File: config.mk
export PLATFORM = sky130hd
export DESIGN_NAME = alu_issue_stage
export DESIGN_NICKNAME = d
export VERILOG_FILES = /design/src/rtl/alu_pkg.sv /design/src/rtl/alu_op_decode.sv /design/src/rtl/alu_issue_stage.sv
export SDC_FILE = /design/constraint.sdc
export NUM_CORES = 1
export LEC_CHECK = 0
export CORE_MARGIN = 5
export CORE_UTILIZATION = 40
export CTS_BUF_LIST = sky130_fd_sc_hd__clkbuf_8
export DETAILED_ROUTE_END_ITERATION = 8
export PLACE_DENSITY = 0.7
export SLEW_MARGIN = 20
export SYNTH_ARGS = -nofsm -noshare
export SYNTH_HDL_FRONTEND = slang
export SYNTH_SLANG_ARGS = --single-unit
File: constraint.sdc
create_clock -name clk -period 4.7 [get_ports clk]
set_input_delay 0.94 -clock clk [delete_from_list [all_inputs] [get_ports clk]]
set_output_delay 0.94 -clock clk [all_outputs]
set_load 0.005 [all_outputs]
File: src/rtl/alu_pkg.sv
// Shared types for the ALU issue stage: operation codes, RV32 major opcodes,
// skid-buffer state and the arithmetic funct3 mapping used by R and I types.
package alu_pkg;

  localparam int ALU_OP_W = 4;

  typedef enum logic [ALU_OP_W-1:0] {
    ALU_AND = 4'b0000,
    ALU_OR  = 4'b0001,
    ALU_ADD = 4'b0010,
    ALU_JAL = 4'b0011,
    ALU_SLL = 4'b0100,
    ALU_SRL = 4'b0101,
    ALU_XOR = 4'b0110,
    ALU_SRA = 4'b0111,
    ALU_EQ  = 4'b1000,
    ALU_NE  = 4'b1001,
    ALU_LT  = 4'b1010,
    ALU_GE  = 4'b1011,
    ALU_SLT = 4'b1100,
    ALU_SUB = 4'b1101
  } alu_op_t;

  localparam logic [6:0] OP_R      = 7'b0110011;
  localparam logic [6:0] OP_I      = 7'b0010011;
  localparam logic [6:0] OP_LOAD   = 7'b0000011;
  localparam logic [6:0] OP_STORE  = 7'b0100011;
  localparam logic [6:0] OP_BRANCH = 7'b1100011;
  localparam logic [6:0] OP_JAL    = 7'b1101111;
  localparam logic [6:0] OP_JALR   = 7'b1100111;
  localparam logic [6:0] OP_LUI    = 7'b0110111;

  typedef enum logic [1:0] {
    BUF_EMPTY = 2'b00,
    BUF_ONE   = 2'b01,
    BUF_FULL  = 2'b10
  } buf_state_t;

  function automatic logic arith_f3_legal(input logic [2:0] f3);
    return f3 != 3'b011;
  endfunction

  // SUB only exists in the register form; ADDI ignores Funct7.
  function automatic alu_op_t arith_op(input logic [2:0] f3, input logic f7b5,
                                       input logic is_reg);
    alu_op_t op;
    case (f3)
      3'b000:  op = (is_reg && f7b5) ? ALU_SUB : ALU_ADD;
      3'b111:  op = ALU_AND;
      3'b110:  op = ALU_OR;
      3'b100:  op = ALU_XOR;
      3'b001:  op = ALU_SLL;
      3'b101:  op = f7b5 ? ALU_SRA : ALU_SRL;
      3'b010:  op = ALU_SLT;
      default: op = ALU_AND;
    endcase
    return op;
  endfunction

endpackage

File: src/rtl/alu_op_decode.sv
// Combinational translation of opcode/funct fields into ALU operands and
// operation code; unsupported encodings yield zeros with illegal set.
module alu_op_decode
  import alu_pkg::*;
#(
  parameter int DATA_WIDTH = 32
) (
  input  logic [6:0]            opcode,
  input  logic [2:0]            funct3,
  input  logic [6:0]            funct7,
  input  logic [DATA_WIDTH-1:0] rd1,
  input  logic [DATA_WIDTH-1:0] rd2,
  input  logic [DATA_WIDTH-1:0] imm,
  output logic [DATA_WIDTH-1:0] src_a,
  output logic [DATA_WIDTH-1:0] src_b,
  output alu_op_t               op,
  output logic                  illegal
);

  logic unused_funct7;
  assign unused_funct7 = ^{funct7[6], funct7[4:0]};

  always_comb begin
    op      = ALU_AND;
    src_a   = '0;
    src_b   = '0;
    illegal = 1'b0;
    case (opcode)
      OP_R: begin
        src_a   = rd1;
        src_b   = rd2;
        op      = arith_op(funct3, funct7[5], 1'b1);
        illegal = !arith_f3_legal(funct3);
      end
      OP_I: begin
        src_a   = rd1;
        src_b   = imm;
        op      = arith_op(funct3, funct7[5], 1'b0);
        illegal = !arith_f3_legal(funct3);
      end
      OP_LOAD, OP_STORE: begin
        src_a = rd1;
        src_b = imm;
        op    = ALU_ADD;
      end
      OP_BRANCH: begin
        src_a = rd1;
        src_b = rd2;
        case (funct3)
          3'b000:  op = ALU_EQ;
          3'b001:  op = ALU_NE;
          3'b100:  op = ALU_LT;
          3'b101:  op = ALU_GE;
          default: illegal = 1'b1;
        endcase
      end
      OP_JAL, OP_JALR: begin
        src_a = rd1;
        src_b = imm;
        op    = ALU_JAL;
      end
      OP_LUI: begin
        src_b = imm;
        op    = ALU_ADD;
      end
      default: illegal = 1'b1;
    endcase
    // Illegal entries still flow downstream, but carry no operand data.
    if (illegal) begin
      op    = ALU_AND;
      src_a = '0;
      src_b = '0;
    end
  end

endmodule

File: src/rtl/alu_issue_stage.sv
// Two-entry skid buffer between ID and the EX-stage ALU; registers the decoded
// operation so EX can stall without dropping instructions.
module alu_issue_stage
  import alu_pkg::*;
#(
  parameter int DATA_WIDTH    = 32,
  parameter int OPCODE_LENGTH = 4
) (
  input  logic                     clk,
  input  logic                     reset,
  input  logic                     in_valid,
  output logic                     in_ready,
  input  logic [6:0]               Opcode,
  input  logic [2:0]               Funct3,
  input  logic [6:0]               Funct7,
  input  logic [DATA_WIDTH-1:0]    RD1,
  input  logic [DATA_WIDTH-1:0]    RD2,
  input  logic [DATA_WIDTH-1:0]    Imm,
  input  logic                     flush,
  output logic                     out_valid,
  input  logic                     out_ready,
  output logic [DATA_WIDTH-1:0]    SrcA,
  output logic [DATA_WIDTH-1:0]    SrcB,
  output logic [OPCODE_LENGTH-1:0] Operation,
  output logic                     Illegal
);

  buf_state_t state_q, state_d;
  logic       rd_ptr_q, rd_ptr_d;
  logic       wr_ptr_q, wr_ptr_d;
  logic       in_ready_q, in_ready_d;
  logic       push, pop;

  logic [DATA_WIDTH-1:0] dec_a, dec_b;
  alu_op_t               dec_op;
  logic                  dec_ill;

  logic [DATA_WIDTH-1:0] src_a_q [2];
  logic [DATA_WIDTH-1:0] src_b_q [2];
  logic [ALU_OP_W-1:0]   op_q    [2];
  logic                  ill_q   [2];

  alu_op_decode #(.DATA_WIDTH(DATA_WIDTH)) u_decode (
    .opcode  (Opcode),
    .funct3  (Funct3),
    .funct7  (Funct7),
    .rd1     (RD1),
    .rd2     (RD2),
    .imm     (Imm),
    .src_a   (dec_a),
    .src_b   (dec_b),
    .op      (dec_op),
    .illegal (dec_ill)
  );

  // Flush beats a same-cycle push; a same-cycle pop has already been taken by EX.
  assign push = in_valid && in_ready_q && !flush;
  assign pop  = out_valid && out_ready;

  always_ff @(posedge clk or negedge reset) begin
    if (!reset) begin
      state_q    <= BUF_EMPTY;
      rd_ptr_q   <= 1'b0;
      wr_ptr_q   <= 1'b0;
      in_ready_q <= 1'b0;
    end else begin
      state_q    <= state_d;
      rd_ptr_q   <= rd_ptr_d;
      wr_ptr_q   <= wr_ptr_d;
      in_ready_q <= in_ready_d;
    end
  end

  always_comb begin
    state_d  = state_q;
    rd_ptr_d = rd_ptr_q ^ pop;
    wr_ptr_d = wr_ptr_q ^ push;
    if (flush) begin
      state_d  = BUF_EMPTY;
      rd_ptr_d = 1'b0;
      wr_ptr_d = 1'b0;
    end else begin
      case (state_q)
        BUF_EMPTY: if (push) state_d = BUF_ONE;
        BUF_ONE: begin
          if (push && !pop)      state_d = BUF_FULL;
          else if (pop && !push) state_d = BUF_EMPTY;
        end
        BUF_FULL:  if (pop) state_d = BUF_ONE;
        default:   state_d = BUF_EMPTY;
      endcase
    end
  end

  always_comb begin
    out_valid  = (state_q != BUF_EMPTY);
    in_ready_d = (state_d != BUF_FULL);
  end

  assign in_ready = in_ready_q;

  generate
    for (genvar gi = 0; gi < 2; gi++) begin : g_entry
      always_ff @(posedge clk or negedge reset) begin
        if (!reset) begin
          src_a_q[gi] <= '0;
          src_b_q[gi] <= '0;
          op_q[gi]    <= '0;
          ill_q[gi]   <= 1'b0;
        end else if (push && (wr_ptr_q == 1'(gi))) begin
          src_a_q[gi] <= dec_a;
          src_b_q[gi] <= dec_b;
          op_q[gi]    <= dec_op;
          ill_q[gi]   <= dec_ill;
        end
      end
    end
  endgenerate

  assign SrcA      = src_a_q[rd_ptr_q];
  assign SrcB      = src_b_q[rd_ptr_q];
  assign Operation = OPCODE_LENGTH'(op_q[rd_ptr_q]);
  assign Illegal   = ill_q[rd_ptr_q];

endmodule

==> qor.txt <==
Global-route wire length before repair - 33.16 mm
Initial Util - 40.83%
CP max-delay cell - dfrtp_4
Cell Pwr Density - 258.2 mW/mm^2
Setup crit end kind - output port
CP required - 3.76 ns
Net Count, Synth - 839
Root Buffer - clkbuf_8
Worst-skew pair later-pin latency - 0.45 ns
Yosys warnings - 0
Minimum clock period - 3.515 ns
Seq/Total Area, Yosys - 46.69%
Layout cells sized above 1 - 18.62%
Total CTS buffers - 17
Initial antenna violation count - 0
Outcome - complete, no violations
Rows - 50
Post-Synth Adder-Cell Area - 0.3265%
PortBufs - 182
Crit-path cells - buf_4, mux2_2, clkdlybuf4s50_1
Sink Count - 143
Antenna-violating nets left - 0
Postcts setup bufs - 0
Rel. slew slack - 31.14%
Number of flops mapped to enable cells by yosys - 0
Mux cell area share after synthesis - 11.12%
Max-cap violations - 0
Asr flop ratio synth - 100.0%
Period utilization - 74.79%
Reg-to-reg slack, setup - 2.55 ns
Via count - 6085
Count of final max-slew check failures - 0
GPL Wtd Cong - 0.8051
Netlist Area Pre-Place - 0.007664 sq mm
RSZ-0062 raised after global routing - false
Setup tns final - 0 ns
Reg2reg start - in_ready
Ports - 189
Synth Instances - 719
Arr. time, crit path - 2.58 ns
Vias in the first global route - 6206
CP startpoint kind - flop
Final hold violation count - 0
DIE HEIGHT - 148.4 um
Ant. Diodes - 0
WL final - 20.20 mm
Vias per inst - 5.457
GR Overflow Total - 0
Clk slew on worst S/H paths - 0.09 ns
CTS Hold Bufs - 0
Dpl cells - 1083
Setup Skew - 0.01232 ns
Largest net degree at the start of global routing - 97
Worst IR Drop VDD - 0.0001472 V
Most Crowded Layer GR - met2
Worst Max-Slew Pin Slew - 1.033 ns
FF-to-FF End - src_b_q[18]
Max Freq - 284.5 MHz
Setup violations, final - 0
Worst hold path type - primary input to asynchronous set/reset pin
Clock Path Buffers - 2
Initial DRC Count - 273
Drt pass-1 iters - 5
Core Footprint - 0.01877 sq mm
Family with the most delay on the worst path - flip-flops
Width of the die - 148.4 um
Average wire per standard cell - 18.12 um
Simple-Gate Fraction of Synth Area - 14.53%
Reg2Reg Depth - 5
Die area - 0.02203 sq mm
Post-cts sizing count - 0
Final non-filler cell total - 1115
Post-DP HPWL - 13.15 mm
Synth Area in Compound Gates - 22.32%
Final #Nets - 988
Area growth syn-to-layout - 30.16%
Synth Area in XOR/XNOR - 0.2286%
Leakage power - 4.097 nW
TritonCTS clock tree - built
CP max FO - 46
Aggregate global-route resource usage - 18.56%
Global routing met2 resource utilization - 30.44%
# DRC - 0
H-Tree Depth - 4
Cell variety after synth - 51
Worst Path Buf+Inv - 2
Syn avg cell area - 10.66 sq um
WS Path Type - flop to output port
Main combinational cell family by area after synthesis - compound AO/OA/AOI/OAI gates
M1 GR Usage - 24.76%
Worst path max stage delay - 0.90 ns
Global Route met3 Usage - 3.931%
Ys flop type - dfrtp_1
Synth Register Bits - 143
logic make-up after synthesis:
logic type | Yosys count
and+or+nand+nor | 235
DFF | 143
buffers and inverters | 74
muxes | 76
xor gates and xnor gates | 2
AOI/OAI and AO/OA | 187
adders and majority gates | 2
cells in the mapped netlist (9+ instances only):
cell type  number  area share [%]
mux2_2         73              11
o2bb2ai_1      64             7.3
a221oi_1       17             1.9
and3_1         32             2.6
nand2_1       135             6.6
dfrtp_1       143              47
and2_1         34             2.8
a221oi_2       15             2.9
nor2_1         14            0.69
clkbuf_1       48             2.4
buf_6           9             1.3
o31ai_2        14             2.3
o31ai_1        51             5.0
flip-flops by register name (all words and copies together) (netlist names):
signal	count
ill_q	2
in_ready	1
state_q	2
src_a_q	64
wr_ptr_q	1
src_b_q	64
op_q	8
rd_ptr_q	1
layer usage:
layer	share of wire (%)	vias up
met3	4.2	19
met2	48	130
met4	1.8	0
li1	-	2949
met1	45	2987
met5	0	-
how the worst max path moves through the flow:
stage / from / to / slack (ns) / cells after the start
floorplan: flush / src_b_q[16] / 2.18 / 9
global placement: Opcode[3] / src_b_q[32] / 1.18 / 6
detailed placement: Opcode[3] / src_b_q[33] / 1.11 / 6
CTS: rd_ptr_q / SrcB[30] / 1.13 / 3
global route: rd_ptr_q / SrcB[30] / 1.04 / 3
finish: rd_ptr_q / SrcB[30] / 1.18 / 3
power breakdown:
part           leakage (nW)  internal, W  switching, W  total, W
Combinational          1.96     0.000191      0.000180  0.000371
Clock                 0.170     0.000379      0.000525  0.000905
Sequential             1.96      0.00127     0.0000307   0.00130
final cells by class:
type                       instances  area, sq um
inverter                           5        21.27
timing repair buffer             199         1976
clock inverter                    15        126.4
multi-input combinational        502         3742
fill                            1726         8793
clock buffer                      17        234.0
sequential                       143         3582
tap                              234        292.8
placed cells by master, fill, tap and decap left out, types with 3 or more instances in the layout:
cell	instances
o31ai_1	51
clkinv_2	3
mux2i_1	3
and2_1	34
a221oi_1	17
mux2_2	73
clkbuf_8	17
nand2_1	135
a221oi_2	15
o31ai_2	14
clkdlybuf4s50_1	181
o21ai_0	3
buf_4	15
nor2_1	14
dfrtp_1	142
nor2b_1	5
a21oi_1	5
and3_1	32
inv_6	5
o2bb2ai_1	64
inv_1	3
clkinvlp_4	5
per-stage QoR:
| stage | util (%) | cell area, sq um | hold slack, ns | worst slack (ns) | power, W |
|---|---|---|---|---|---|
| final | 53.15 | 9975 | 0.4649 | 1.185 | 0.002576 |
| after global routing | 53.15 | 9975 | 0.4886 | 1.041 | 0.002698 |
| after CTS | 53.15 | 9975 | 0.4722 | 1.126 | 0.002617 |
| after detailed placement | 51.23 | 9614 | 0.4602 | 1.114 | 0.001699 |
| after global placement | 51.23 | 9614 | 0.4536 | 1.180 | 0.001696 |
| after floorplan | - | 7664 | 0.4429 | 2.179 | 0.001483 |
(Power assumes the default switching activity.)
